===== config.mk =====
export PLATFORM = sky130hd
export DESIGN_NAME = wb_retire_unit_flat
export DESIGN_NICKNAME = d
export VERILOG_FILES = /design/src/rtl/rv32_pkg.sv /design/src/rtl/wb_retire_unit_if.sv /design/src/rtl/rv32_regfile.sv /design/src/rtl/wb_retire_unit.sv /design/src/flat_wrapper.sv
export SDC_FILE = /design/constraint.sdc
export NUM_CORES = 2
export LEC_CHECK = 0
export BUFFER_PORTS_ARGS = -buffer_cell sky130_fd_sc_hd__buf_2
export CELL_PAD_IN_SITES_DETAIL_PLACEMENT = 0
export CELL_PAD_IN_SITES_GLOBAL_PLACEMENT = 1
export CORE_MARGIN = 4
export CORE_UTILIZATION = 57
export DETAILED_ROUTE_END_ITERATION = 8
export PLACE_DENSITY = 0.92
export SLEW_MARGIN = 25
export SYNTH_ARGS = -nofsm -noshare
export SYNTH_HDL_FRONTEND = slang
export SYNTH_SLANG_ARGS = --single-unit

===== constraint.sdc =====
create_clock -name clk -period 60.2 [get_ports clk]
set_input_delay 3.01 -clock clk [delete_from_list [all_inputs] [get_ports clk]]
set_output_delay 3.01 -clock clk [all_outputs]
set_load 0.02 [all_outputs]

===== src/rtl/rv32_pkg.sv =====
// rv32_pkg: RV32 opcode / funct3 constants, immediate extractors and the
// decoded writeback-control bundle shared by the writeback/retire slice.
package rv32_pkg;

  localparam logic [6:0] OP     = 7'b0110011;
  localparam logic [6:0] OP_IMM = 7'b0010011;
  localparam logic [6:0] LOAD   = 7'b0000011;
  localparam logic [6:0] STORE  = 7'b0100011;
  localparam logic [6:0] BRANCH = 7'b1100011;
  localparam logic [6:0] LUI    = 7'b0110111;
  localparam logic [6:0] AUIPC  = 7'b0010111;
  localparam logic [6:0] JAL    = 7'b1101111;
  localparam logic [6:0] JALR   = 7'b1100111;

  localparam logic [2:0] F3_BEQ  = 3'b000;
  localparam logic [2:0] F3_BNE  = 3'b001;
  localparam logic [2:0] F3_BLT  = 3'b100;
  localparam logic [2:0] F3_BGE  = 3'b101;
  localparam logic [2:0] F3_BLTU = 3'b110;
  localparam logic [2:0] F3_BGEU = 3'b111;

  localparam logic [6:0] F7_MULDIV = 7'b0000001;

  // Decoded control for the instruction sitting in WB this cycle.
  typedef struct packed {
    logic        retire;
    logic        we;
    logic        redir;
    logic        dz_set;
    logic [31:0] target;
  } wb_ctl_t;

  function automatic logic [31:0] imm_b(input logic [31:0] inst);
    return {{19{inst[31]}}, inst[31], inst[7], inst[30:25], inst[11:8], 1'b0};
  endfunction

  function automatic logic [31:0] imm_j(input logic [31:0] inst);
    return {{11{inst[31]}}, inst[31], inst[19:12], inst[20], inst[30:21], 1'b0};
  endfunction

endpackage


===== src/rtl/wb_retire_unit_if.sv =====
// wb_retire_unit_if: bundle between the MA/WB register + decode/PC-select
// (master) and the writeback/retire unit (slave).
//   wb_*            : instruction, PC, writeback data, MA branch compares, stall
//   rs1/rs2_addr    : decode read ports; rs1/rs2_data bypassed read data
//   redirect_*      : late branch / JAL redirect pulse and target
//   retire_*, minstret : retirement pulse, PC and count
//   dz_flag/dz_clr  : sticky divide-by-zero flag and its clear
interface wb_retire_unit_if #(
  parameter int XLEN  = 32,
  parameter int CNT_W = 64
);
  logic [31:0]      wb_inst;
  logic [XLEN-1:0]  wb_pc;
  logic [XLEN-1:0]  wb_data;
  logic             wb_branch_neq;
  logic             wb_branch_lt;
  logic             wb_branch_rs2_eq_0;
  logic             wb_stall;
  logic [4:0]       rs1_addr;
  logic [4:0]       rs2_addr;
  logic [XLEN-1:0]  rs1_data;
  logic [XLEN-1:0]  rs2_data;
  logic             redirect_valid;
  logic [XLEN-1:0]  redirect_pc;
  logic             retire_valid;
  logic [XLEN-1:0]  retire_pc;
  logic [CNT_W-1:0] minstret;
  logic             dz_flag;
  logic             dz_clr;

  modport master (
    output wb_inst, wb_pc, wb_data, wb_branch_neq, wb_branch_lt,
           wb_branch_rs2_eq_0, wb_stall, rs1_addr, rs2_addr, dz_clr,
    input  rs1_data, rs2_data, redirect_valid, redirect_pc, retire_valid,
           retire_pc, minstret, dz_flag
  );

  modport slave (
    input  wb_inst, wb_pc, wb_data, wb_branch_neq, wb_branch_lt,
           wb_branch_rs2_eq_0, wb_stall, rs1_addr, rs2_addr, dz_clr,
    output rs1_data, rs2_data, redirect_valid, redirect_pc, retire_valid,
           retire_pc, minstret, dz_flag
  );
endinterface


===== src/rtl/rv32_regfile.sv =====
// rv32_regfile: 2-read / 1-write integer register file.
//   clk, reset        : posedge clock, async active-high reset (clears all regs)
//   we/waddr/wdata    : write port, posedge; writes to x0 are dropped
//   raddr1/2, rdata1/2: asynchronous reads; x0 always reads 0
module rv32_regfile #(
  parameter int XLEN  = 32,
  parameter int NREGS = 32,
  parameter int AW    = $clog2(NREGS)
) (
  input  logic            clk,
  input  logic            reset,
  input  logic            we,
  input  logic [AW-1:0]   waddr,
  input  logic [XLEN-1:0] wdata,
  input  logic [AW-1:0]   raddr1,
  input  logic [AW-1:0]   raddr2,
  output logic [XLEN-1:0] rdata1,
  output logic [XLEN-1:0] rdata2
);
  logic [XLEN-1:0] rf [NREGS];

  always_ff @(posedge clk or posedge reset) begin
    if (reset) begin
      for (int i = 0; i < NREGS; i++) rf[i] <= '0;
    end else if (we && waddr != '0) begin
      rf[waddr] <= wdata;
    end
  end

  assign rdata1 = (raddr1 == '0) ? '0 : rf[raddr1];
  assign rdata2 = (raddr2 == '0) ? '0 : rf[raddr2];
endmodule


===== src/rtl/wb_retire_unit.sv =====
// wb_retire_unit: writeback / retire stage.
//   clk, reset : posedge clock, async active-high reset
//   bus        : wb_retire_unit_if slave side -- WB instruction/pc/data and
//                MA branch compares in; bypassed register reads, redirect
//                pulse/target, retire pulse/pc, minstret and dz_flag out.
// Writes the register file, bypasses the WB write to decode reads, resolves
// late branches and JAL into a redirect, counts retirements.
module wb_retire_unit
  import rv32_pkg::*;
#(
  parameter int XLEN  = 32,
  parameter int NREGS = 32,
  parameter int CNT_W = 64
) (
  input  logic            clk,
  input  logic            reset,
  wb_retire_unit_if.slave bus
);
  logic [6:0] opcode;
  logic [4:0] rd;
  logic [2:0] f3;
  logic [6:0] f7;
  logic       wr_op;
  logic       br_taken;
  wb_ctl_t    ctl;

  logic [XLEN-1:0]  rf_rd1, rf_rd2;
  logic             redirect_valid_q, retire_valid_q, dz_q;
  logic [XLEN-1:0]  redirect_pc_q, retire_pc_q;
  logic [CNT_W-1:0] minstret_q;

  assign opcode = bus.wb_inst[6:0];
  assign rd     = bus.wb_inst[11:7];
  assign f3     = bus.wb_inst[14:12];
  assign f7     = bus.wb_inst[31:25];

  always_comb begin
    wr_op = 1'b0;
    case (opcode)
      OP, OP_IMM, LOAD, LUI, AUIPC, JAL, JALR: wr_op = 1'b1;
      default:                                 wr_op = 1'b0;
    endcase
  end

  // MA already computed the compares (signedness picked by funct3 there).
  always_comb begin
    br_taken = 1'b0;
    case (f3)
      F3_BEQ:          br_taken = !bus.wb_branch_neq;
      F3_BNE:          br_taken =  bus.wb_branch_neq;
      F3_BLT, F3_BLTU: br_taken =  bus.wb_branch_lt;
      F3_BGE, F3_BGEU: br_taken = !bus.wb_branch_lt;
      default:         br_taken = 1'b0;
    endcase
  end

  // JALR is redirected by EX, so only taken branches and JAL redirect here.
  always_comb begin
    ctl        = '0;
    ctl.retire = !bus.wb_stall && (bus.wb_inst != 32'h0);
    ctl.we     = ctl.retire && (rd != 5'd0) && wr_op;
    ctl.redir  = ctl.retire && ((opcode == BRANCH && br_taken) || opcode == JAL);
    ctl.target = (opcode == JAL) ? (bus.wb_pc + imm_j(bus.wb_inst))
                                 : (bus.wb_pc + imm_b(bus.wb_inst));
    ctl.dz_set = ctl.retire && (opcode == OP) && (f7 == F7_MULDIV) && f3[2] &&
                 bus.wb_branch_rs2_eq_0;
  end

  rv32_regfile #(.XLEN(XLEN), .NREGS(NREGS)) u_rf (
    .clk    (clk),
    .reset  (reset),
    .we     (ctl.we),
    .waddr  (rd),
    .wdata  (bus.wb_data),
    .raddr1 (bus.rs1_addr),
    .raddr2 (bus.rs2_addr),
    .rdata1 (rf_rd1),
    .rdata2 (rf_rd2)
  );

  // ctl.we implies rd != 0, so a matching bypass can never hit x0.
  assign bus.rs1_data = (ctl.we && rd == bus.rs1_addr) ? bus.wb_data : rf_rd1;
  assign bus.rs2_data = (ctl.we && rd == bus.rs2_addr) ? bus.wb_data : rf_rd2;

  always_ff @(posedge clk or posedge reset) begin
    if (reset) begin
      redirect_valid_q <= 1'b0;
      redirect_pc_q    <= '0;
      retire_valid_q   <= 1'b0;
      retire_pc_q      <= '0;
      minstret_q       <= '0;
      dz_q             <= 1'b0;
    end else begin
      redirect_valid_q <= ctl.redir;
      retire_valid_q   <= ctl.retire;
      if (ctl.redir) redirect_pc_q <= ctl.target;
      if (ctl.retire) begin
        retire_pc_q <= bus.wb_pc;
        minstret_q  <= minstret_q + 1'b1;
      end
      // set has priority over a same-cycle clear
      if (ctl.dz_set)      dz_q <= 1'b1;
      else if (bus.dz_clr) dz_q <= 1'b0;
    end
  end

  assign bus.redirect_valid = redirect_valid_q;
  assign bus.redirect_pc    = redirect_pc_q;
  assign bus.retire_valid   = retire_valid_q;
  assign bus.retire_pc      = retire_pc_q;
  assign bus.minstret       = minstret_q;
  assign bus.dz_flag        = dz_q;
endmodule


===== src/flat_wrapper.sv =====
// flat-port wrapper written by rule: the top's interface ports become plain ports
module wb_retire_unit_flat import rv32_pkg::*;
#(
  parameter int XLEN  = 32,
  parameter int NREGS = 32,
  parameter int CNT_W = 64
)
  (clk, reset, bus_wb_inst, bus_wb_pc, bus_wb_data, bus_wb_branch_neq, bus_wb_branch_lt, bus_wb_branch_rs2_eq_0, bus_wb_stall, bus_rs1_addr, bus_rs2_addr, bus_dz_clr, bus_rs1_data, bus_rs2_data, bus_redirect_valid, bus_redirect_pc, bus_retire_valid, bus_retire_pc, bus_minstret, bus_dz_flag);
  wb_retire_unit_if #(.XLEN(XLEN), .CNT_W(CNT_W)) bus_i ();
  input  logic clk;
  input  logic reset;
  input wire logic [$bits(bus_i.wb_inst)-1:0] bus_wb_inst;
  input wire logic [$bits(bus_i.wb_pc)-1:0] bus_wb_pc;
  input wire logic [$bits(bus_i.wb_data)-1:0] bus_wb_data;
  input wire logic [$bits(bus_i.wb_branch_neq)-1:0] bus_wb_branch_neq;
  input wire logic [$bits(bus_i.wb_branch_lt)-1:0] bus_wb_branch_lt;
  input wire logic [$bits(bus_i.wb_branch_rs2_eq_0)-1:0] bus_wb_branch_rs2_eq_0;
  input wire logic [$bits(bus_i.wb_stall)-1:0] bus_wb_stall;
  input wire logic [$bits(bus_i.rs1_addr)-1:0] bus_rs1_addr;
  input wire logic [$bits(bus_i.rs2_addr)-1:0] bus_rs2_addr;
  input wire logic [$bits(bus_i.dz_clr)-1:0] bus_dz_clr;
  output wire logic [$bits(bus_i.rs1_data)-1:0] bus_rs1_data;
  output wire logic [$bits(bus_i.rs2_data)-1:0] bus_rs2_data;
  output wire logic [$bits(bus_i.redirect_valid)-1:0] bus_redirect_valid;
  output wire logic [$bits(bus_i.redirect_pc)-1:0] bus_redirect_pc;
  output wire logic [$bits(bus_i.retire_valid)-1:0] bus_retire_valid;
  output wire logic [$bits(bus_i.retire_pc)-1:0] bus_retire_pc;
  output wire logic [$bits(bus_i.minstret)-1:0] bus_minstret;
  output wire logic [$bits(bus_i.dz_flag)-1:0] bus_dz_flag;
  assign bus_i.wb_inst = bus_wb_inst;
  assign bus_i.wb_pc = bus_wb_pc;
  assign bus_i.wb_data = bus_wb_data;
  assign bus_i.wb_branch_neq = bus_wb_branch_neq;
  assign bus_i.wb_branch_lt = bus_wb_branch_lt;
  assign bus_i.wb_branch_rs2_eq_0 = bus_wb_branch_rs2_eq_0;
  assign bus_i.wb_stall = bus_wb_stall;
  assign bus_i.rs1_addr = bus_rs1_addr;
  assign bus_i.rs2_addr = bus_rs2_addr;
  assign bus_i.dz_clr = bus_dz_clr;
  assign bus_rs1_data = bus_i.rs1_data;
  assign bus_rs2_data = bus_i.rs2_data;
  assign bus_redirect_valid = bus_i.redirect_valid;
  assign bus_redirect_pc = bus_i.redirect_pc;
  assign bus_retire_valid = bus_i.retire_valid;
  assign bus_retire_pc = bus_i.retire_pc;
  assign bus_minstret = bus_i.minstret;
  assign bus_dz_flag = bus_i.dz_flag;
  wb_retire_unit #(.XLEN(XLEN), .NREGS(NREGS), .CNT_W(CNT_W)) u_core (.clk(clk), .reset(reset), .bus(bus_i));
endmodule

==> flow_metrics.env <==
export IMPL_synth_area_leaders="dfrtp_1, mux4_2, mux2_2"
export IMPL_cts_root_buf="clkbuf_16"
export IMPL_fmax_mhz=88.8
export IMPL_arrival_ns=8.25
export IMPL_hold_depth=0
export IMPL_cts_resized=0
export IMPL_clock_sinks=1155
export IMPL_cap_viol_max_count=0
export IMPL_instances_no_fill=5900
export IMPL_hp_start="u_core.u_rf.rf[1010]"
export IMPL_power_density_nw_per_um2=25.7
export IMPL_report_final_hold_viol_count=0
export IMPL_hold_buffers=0
export IMPL_totalPowerFinal_uw=1760
export IMPL_firstDrtPassIters=5
export IMPL_ant_nets=0
export IMPL_met2_usage=0.488
export IMPL_grt_use_total=0.308
export IMPL_die_area_um2=115000
export IMPL_use_met3=0.0754
export IMPL_p_leak_uw=0.0324
export IMPL_drc=0
export IMPL_antenna_found_initial=9
export IMPL_slew_violations=0
export IMPL_first_global_vias=42000
export IMPL_initial_core_util=0.573
export IMPL_synth_most_common_cell="dfrtp_1"
export IMPL_timing_rr_start="u_core.bus.minstret[9]"
export IMPL_std_cell_rows=121
export IMPL_clk_pin_slew_worst_paths_ns=0.06
export IMPL_ys_ff_latch=1155
export IMPL_worstHoldPathType="reg2reg"
export IMPL_finClkSkew_ns=0.0219
export IMPL_area_delta_synth_final_pct=10.3
export IMPL_fin_area_um2=68700
export IMPL_synth_top_flop_cell="dfrtp_1"
export IMPL_cp_startpoint="bus_rs2_addr[1]"
export IMPL_period_minus_slack_ns=11.26
export IMPL_cp_max_fo=99
export IMPL_synth_nets=4468
export IMPL_h_tree_depth=3
export IMPL_tightestPinTransition_ns=1.08
export IMPL_grt_ovfl_total=0
export IMPL_synthArstFlopShare=1.00
export IMPL_min_delay_worst_endpoint="u_core.u_rf.rf[1010]"
export IMPL_post_cts_setup_buffer_count=0
export IMPL_slew_headroom=0.276
export IMPL_grt_busiest_layer="met2"
export IMPL_grt_pass1_wl_um=269000
export IMPL_routed_wl_um=177000
export IMPL_status="complete, no violations"
export IMPL_rsz0062_at_grt="false"
export IMPL_final_layout_size_suffix_gt1_frac=0.492
export IMPL_grtUsageMet1=0.417
export IMPL_die_h_um=339
export IMPL_fill_cells=7843
export IMPL_synth_edf_count=0
export IMPL_setup_viol=0
export IMPL_fin_nets=4530
export IMPL_finalWeightedCongestion=0.882
export IMPL_post_dp_cell_area_um2=64600
export IMPL_synth_largest_area_cell="dfrtp_1"
export IMPL_core_area_um2=109000
export IMPL_r2r_slack_ns=57.56
export IMPL_wl_per_cell_um=30.0
export IMPL_worst_ep_required_time_ns=57.19
export IMPL_hpwl_um=106000
export IMPL_viasPerCell=6.83
export IMPL_grt_max_degree=178
export IMPL_drt_iter0_markers=4236
export IMPL_synthTopCellsByCount="dfrtp_1, mux2_2, mux4_2"
export IMPL_reg2reg_to="u_core.bus.minstret[63]"
export IMPL_setup_worst_path_class="in2out"
export IMPL_clock_latency_ns=0.71
export IMPL_io_pins=308
export IMPL_syn_cell_area_um2=62300
export IMPL_die_x_um=339
export IMPL_syn_inst=4320
export IMPL_end_kind="primary output"
export IMPL_setup_tns_ns=0
export IMPL_tritoncts="yes"
export IMPL_synth_top_area_frac=0.464
export IMPL_place_inst=5671
export IMPL_synth_avg_cell_area_um2=14.4
export IMPL_ir_drop_uv=22.3
export IMPL_synth_cell_types=68
export IMPL_cp_start_kind="input port"
export IMPL_cts_made_buffers=121
export IMPL_ctsLongestPathBuffers=3
export IMPL_rr_worst_depth=7
export IMPL_io_buffers=307
export IMPL_fin_crit_sh=0.187
export IMPL_yosys_warnings=0
export IMPL_via_count=40300
export IMPL_synth_seq_area_share=0.464
## layout make-up
type,instances,area [µm²],area share
Inverter,21,86.3,0.00126
Timing Repair Buffer,388,2270,0.0331
Clock buffer,161,3420,0.0497
Tap cell,1414,1770,0.0257
Multi-Input combinational cell,2695,31600,0.460
Antenna cell,8,20.0,0.000291
Clock inverter,58,627,0.00912
Sequential cell,1155,28900,0.421
## critical path, stage by stage
cell,delay [ns]
buf_8,0.68
buf_4,0.74
buf_4,0.65
buf_4,0.86
xnor2_1,0.21
nand3_1,0.15
nor4_4,0.30
o21bai_4,0.40
buf_4,0.48
o21ai_0,0.37
buf_2,0.28
## layout by cell type, fill, tap and decap left out, types with 5 or more instances in the layout
master	count
ha_1	34
nor3b_1	8
xnor2_1	67
nand2_2	23
dfrtp_1	1155
nor2b_1	66
nor2_1	32
mux2_1	17
clkinv_2	27
a31oi_1	8
mux2_2	981
buf_4	78
mux4_2	576
buf_2	297
bufinv_16	11
nand2_1	247
and3_1	17
o21ai_0	97
nand3_1	39
a21oi_1	91
clkinvlp_4	11
a211oi_1	67
inv_6	5
mux2i_1	130
nand4_1	27
clkbuf_8	26
inv_1	20
clkbuf_16	121
nor3_1	11
xor2_1	27
clkbuf_1	16
and4_1	11
a21o_1	22
nor4_1	9
diode_2	8
## logic make-up after synthesis
kind of cell,count (synthesis),share of synthesized area
muxes,1704,0.409
DFF,1155,0.464
and+or+nand+nor,530,0.0423
buffers and inverters,470,0.0313
AOI/OAI and AO/OA,332,0.0330
xor gates and xnor gates,94,0.0132
adders and majority gates,35,0.00715
## flip-flops by register name, indices dropped and copies added (netlist names)
register	count
u_core.bus.minstret	64
u_core.bus.dz_flag	1
u_core.bus.retire_valid	1
u_core.u_rf.rf	1024
u_core.bus.retire_pc	32
u_core.bus.redirect_valid	1
u_core.bus.redirect_pc	32
## power breakdown
part           switching (µW)  total [µW]  internal [µW]
logic                     110         180           70.2
clock network             320         765            444
registers                18.7         819            800
total                     449        1760           1310
## how the worst max path moves through the flow
stage / end / slack (ns)
after floorplan: u_core.bus.dz_flag / 24.66
after global routing: bus_rs2_data[31] / 48.85
after detailed placement: bus_rs2_data[31] / 49.05
final: bus_rs2_data[31] / 48.94
after global placement: bus_rs2_data[31] / 49.12
after CTS: bus_rs2_data[31] / 49.03
## through the flow
step / utilization / hold WS (ns) / setup slack [ns]
finish: 0.632 / 0.398 / 48.94
CTS: 0.632 / 0.397 / 49.03
global placement: 0.594 / 0.376 / 49.12
global route: 0.632 / 0.407 / 48.85
detailed placement: 0.594 / 0.382 / 49.05
floorplan: - / 0.441 / 24.66
## per-layer routing
layer,routed length (µm),vias to the layer above
li1,-,16600
met1,69500,21600
met2,84200,1772
met3,15500,434
met4,7730,2
met5,13,-
Note: power is estimated with default switching activity, not from simulation.
